--- config.mk ---
export PLATFORM = sky130hd
export DESIGN_NAME = picmicro_pc_sequencer
export DESIGN_NICKNAME = d
export VERILOG_FILES = /design/src/rtl/picmicro_pc_sequencer.sv
export SDC_FILE = /design/constraint.sdc
export NUM_CORES = 1
export LEC_CHECK = 0
export CAP_MARGIN = 25
export CORE_MARGIN = 5
export CORE_UTILIZATION = 50
export CTS_BUF_LIST = sky130_fd_sc_hd__clkbuf_4 sky130_fd_sc_hd__clkbuf_8 sky130_fd_sc_hd__clkbuf_16
export CTS_CLUSTER_DIAMETER = 50
export DETAILED_ROUTE_END_ITERATION = 10
export HOLD_SLACK_MARGIN = 0.1
export PLACE_DENSITY_LB_ADDON = 0.15
export SLEW_MARGIN = 40
export SYNTH_ARGS = -nofsm -noshare
export SYNTH_HDL_FRONTEND = slang
export SYNTH_SLANG_ARGS = --single-unit
export TNS_END_PERCENT = 5
--- constraint.sdc ---
create_clock -name clk -period 2.6 [get_ports clk]
set_input_delay 0.52 -clock clk [delete_from_list [all_inputs] [get_ports clk]]
set_output_delay 0.52 -clock clk [all_outputs]
set_load 0.02 [all_outputs]
--- src/rtl/picmicro_pc_sequencer.sv ---
// picmicro_pc_sequencer: PC, PCLATH paging, circular return stack and interrupt entry with pipeline flush.
// Define PICMICRO_STACK_STATUS_EN to keep stack occupancy and drive sticky stack_ovf/stack_unf.
module picmicro_pc_sequencer #(
  parameter int PC_WIDTH     = 13,
  parameter int J_WIDTH      = 11,
  parameter int STACK_DEPTH  = 8,
  parameter int RESET_VECTOR = 0,
  parameter int INT_VECTOR   = 4,
  parameter int FLUSH_CYCLES = 1
) (
  input  logic                           clk,
  input  logic                           rst,
  input  logic                           pc_incr_en,
  input  logic                           pc_j_en,
  input  logic                           call_en,
  input  logic                           return_en,
  input  logic                           retfie_en,
  input  logic [J_WIDTH-1:0]             pc_j_addr,
  input  logic                           pcl_wr_en,
  input  logic [7:0]                     pcl_in,
  input  logic                           pclath_wr_en,
  input  logic [PC_WIDTH-9:0]            pclath_in,
  input  logic                           gie,
  input  logic                           int_req,
  input  logic                           boundary_en,
  output logic [PC_WIDTH-1:0]            pc_out,
  output logic [PC_WIDTH-9:0]            pclath_out,
  output logic                           instr_flush,
  output logic                           int_ack,
  output logic                           gie_clr,
  output logic                           gie_set,
  output logic [$clog2(STACK_DEPTH)-1:0] stack_ptr,
  output logic                           stack_ovf,
  output logic                           stack_unf
);
  localparam int PW = $clog2(STACK_DEPTH);
  localparam int FW = $clog2(FLUSH_CYCLES + 1);
  typedef enum logic {RUN, FLUSH} state_t;
  state_t state;
  logic [FW-1:0] fcnt;
  logic [PC_WIDTH-1:0] stack [STACK_DEPTH];
  logic [PC_WIDTH-1:0] jump_target, pc_next;
  logic [PW-1:0] ptr_dec;
  logic run, entry, push, pop;
  assign run = state == RUN;
  assign entry = run & int_req & gie & boundary_en;
  assign pop = run & ~entry & (retfie_en | return_en);
  assign push = entry | (run & call_en & ~retfie_en & ~return_en);
  assign ptr_dec = stack_ptr - 1'b1;
  assign jump_target = {pclath_out[PC_WIDTH-9:J_WIDTH-8], pc_j_addr};
  assign instr_flush = state == FLUSH;
  always_comb
    pc_next = entry                ? PC_WIDTH'(INT_VECTOR) :
              pop                  ? stack[ptr_dec] :
              !run                 ? pc_out :
              (call_en | pc_j_en)  ? jump_target :
              pcl_wr_en            ? {pclath_out, pcl_in} :
              pc_incr_en           ? pc_out + 1'b1 : pc_out;
  always_ff @(posedge clk)
    if (push && rst) stack[stack_ptr] <= pc_out;
  always_ff @(posedge clk or negedge rst)
    if (!rst) begin
      pc_out     <= PC_WIDTH'(RESET_VECTOR);
      pclath_out <= '0;
      stack_ptr  <= '0;
      int_ack    <= 1'b0;
      gie_clr    <= 1'b0;
      gie_set    <= 1'b0;
      state      <= RUN;
      fcnt       <= '0;
    end else begin
      pc_out    <= pc_next;
      stack_ptr <= push ? stack_ptr + 1'b1 : pop ? ptr_dec : stack_ptr;
      int_ack   <= entry;
      gie_clr   <= entry;
      gie_set   <= pop & retfie_en;
      if (pclath_wr_en) pclath_out <= pclath_in;
      if (entry) begin
        state <= FLUSH;
        fcnt  <= FW'(FLUSH_CYCLES - 1);
      end else if (!run) begin
        if (fcnt == '0) state <= RUN;
        else fcnt <= fcnt - 1'b1;
      end
    end
`ifdef PICMICRO_STACK_STATUS_EN
  logic [PW:0] count;
  always_ff @(posedge clk or negedge rst)
    if (!rst) begin
      count     <= '0;
      stack_ovf <= 1'b0;
      stack_unf <= 1'b0;
    end else if (push) begin
      if (count == (PW+1)'(STACK_DEPTH)) stack_ovf <= 1'b1;
      else count <= count + 1'b1;
    end else if (pop) begin
      if (count == '0) stack_unf <= 1'b1;
      else count <= count - 1'b1;
    end
`else
  assign stack_ovf = 1'b0;
  assign stack_unf = 1'b0;
`endif
endmodule

==> out/metrics.yaml <==
nFillCells: 753
finalCritPeriodShare: 0.921
drive_above_1_share: 0.247
skew_ns: 0.00573
ys_warn_count: 0
layout_common_cells: "edfxtp_1 (104), clkdlybuf4s50_1 (60), buf_4 (37)"
die_w_um: 115
via_count: 3480
grt-ovfl-total: 0
grt_pass1_vias: 3683
maxCapViolCount: 0
fin_setup_tns_ns: 0
hp-class: "primary input to async pin"
cts_max_level: 4
cp.required_ns: 2.08
initial_core_util: 0.509
r2r_cells: 6
power.internal_mw: 5.43
syn_avg_cell_area_um2: 16.1
status: "finished clean"
grt_pass1_wl_um: 21000
final_area_um2: 7040
routed_wl_um: 13300
cts_tree: "done"
rsz0062_at_grt: "false"
ant_nets: 0
clockBufferDepth: 2
clock.fmax_mhz: 418
port_buffers: 60
io_pins: 63
postCtsHoldBufs: 0
power_mw: 8.04
diodes: 0
drc: 0
ir_drop_mv: 0.531
cp-start-kind: "flip-flop"
p_sw_mw: 2.61
post_cts_buffers: 0
cp_max_fo: 17
core_area_um2: 10800
hold_viol_final: 0
clock_latency_ns: 0.51
dieArea_um2: 13200
arrival_ns: 1.87
grt_use_total: 0.219
numCtsBuffers: 17
fin_nets: 480
timing.final.crit_period_ns: 2.39
antenna_found_initial: 0
endpoint_kind: "output pin"
clk_pin_slew_ns: 0.06
gp_congestion: 0.902
die_h_um: 115
p_comb_frac: 0.336
dp_slack_ns: 0.103
setup_viol: 0
wl_per_cell_um: 22.5
power_density_nw_per_um2: 1140
ys_seq_elements: 127
grt_max_degree: 20
cts_root_buf: "clkbuf_8"
p_sw_frac: 0.324
cts.sinks: 127
synth_area_um2: 5490
worstSetupPathType: "flip-flop to output pin"
place_area_um2: 6460
synth_top_area_share: 0.569
ctsResizeCount: 0
leakage_nw: 2.52
syn_to_final_growth_pct: 28.2
ys_seq_area_frac: 0.674
drt_iter0_markers: 309
pwr-share-seq: 0.378
viasPerCell: 5.86
synth.area.top_cells: "edfxtp_1 (57%), dfrtp_1 (10%), mux4_2 (10%)"
synth_top_area_cell: "edfxtp_1"
dr.pass1.iters: 5
num_rows: 38
power_frac_clock: 0.286
final_common_cell: "edfxtp_1"
hpwl_um: 9330
slew_viol_final: 0
fin_ws_ns: 0.207
synth_cells: 342
ys_types: 50
[layout make-up]
type	count	area [um2]	share of cell area
Multi-Input combinational cell	189	1640	0.233
Tap cell	140	175	0.0249
Sequential cell	127	3700	0.526
Clock buffer	20	437	0.0620
Inverter	7	26.3	0.00373
Clock inverter	12	144	0.0204
Timing Repair Buffer	99	918	0.130
[worst max-delay path, stage by stage (launching register included)]
cell and delay, ns:
dfrtp_2 0.37, buf_4 0.32, clkdlybuf4s50_1 0.68
[kinds of logic after synthesis]
| family | synth area share |
|---|---|
| xor+xnor | 0.0205 |
| other cells | 0.000683 |
| compound gates | 0.0661 |
| fa+ha+maj | 0.00684 |
| buf+inv | 0.0303 |
| simple gates | 0.0659 |
| flops | 0.674 |
| mux | 0.136 |
[stage by stage]
stage / cells / utilization / hold slack, ns
after floorplan: 343 / - / 0.224
after global placement: 562 / 0.598 / 0.465
after detailed placement: 562 / 0.598 / 0.463
after CTS: 594 / 0.652 / 0.209
after global routing: 594 / 0.652 / 0.217
final: 594 / 0.652 / 0.228
[registers in the layout, summed over array words and instances, names as in the netlist]
| register | count |
|---|---|
| stack | 104 |
| stack_ptr | 3 |
| pclath_out | 5 |
| gie_clr | 1 |
| gie_set | 1 |
| pc_out | 13 |
[power by group through the flow]
stage | Clock, mW | Combinational, mW | Sequential [mW]
5_1_grt | 2.44 | 2.92 | 3.08
3_3_place_gp | 0 | 2.69 | 3.05
2_1_floorplan | 0 | 1.50 | 3.15
6_report | 2.30 | 2.70 | 3.04
4_1_cts | 2.34 | 2.73 | 3.03
3_5_place_dp | 0 | 2.72 | 3.07
[path summary, 6_finish.rpt]
check,from,end,slack (ns)
min in group clk,pc_out[9]$_DFFE_PN0P_,stack[5][9]$_DFFE_PP_,0.48
hold reg to reg,pc_out[9]$_DFFE_PN0P_,stack[5][9]$_DFFE_PP_,0.48
max in group asynchronous,rst,pc_out[7]$_DFFE_PN0P_,1.90
setup reg to reg,pc_out[1]$_DFFE_PN0P_,pc_out[10]$_DFFE_PN0P_,0.26
setup / recovery,stack_ptr[0]$_DFFE_PN0P_,stack_ptr[0],0.21
hold / removal,rst,stack_ptr[1]$_DFFE_PN0P_,0.23
[layer usage]
metal / track usage / wire length, um / up-vias
met2: 0.343 / 6340 / 163
met5: 0 / 0 / -
met4: 0.0751 / 272 / 0
met1: 0.299 / 5610 / 1755
met3: 0.0605 / 1120 / 26
li1: - / - / 1536
[synthesized netlist by cell type (all sizes together)]
cell type	number
or2	2
buf	11
inv	7
o221ai	6
mux2	6
a22o	1
nor2	16
nand2	31
nor3	5
a31o	1
or3	1
a31oi	1
nand2b	2
dfrtp	23
and2b	1
a32o	4
a21oi	13
edfxtp	104
o21a	1
nand3	10
mux2i	9
clkbuf	9
or4	2
o311ai	1
o211a	1
o21ai	17
nand4	2
a22oi	2
xnor2	5
nor4	2
and2	2
a2111oi	1
conb	1
nand3b	1
mux4	26
o22a	1
xor2	7
o211ai	4
ha	3
No activity file was read; power rests on OpenSTA's default activity.
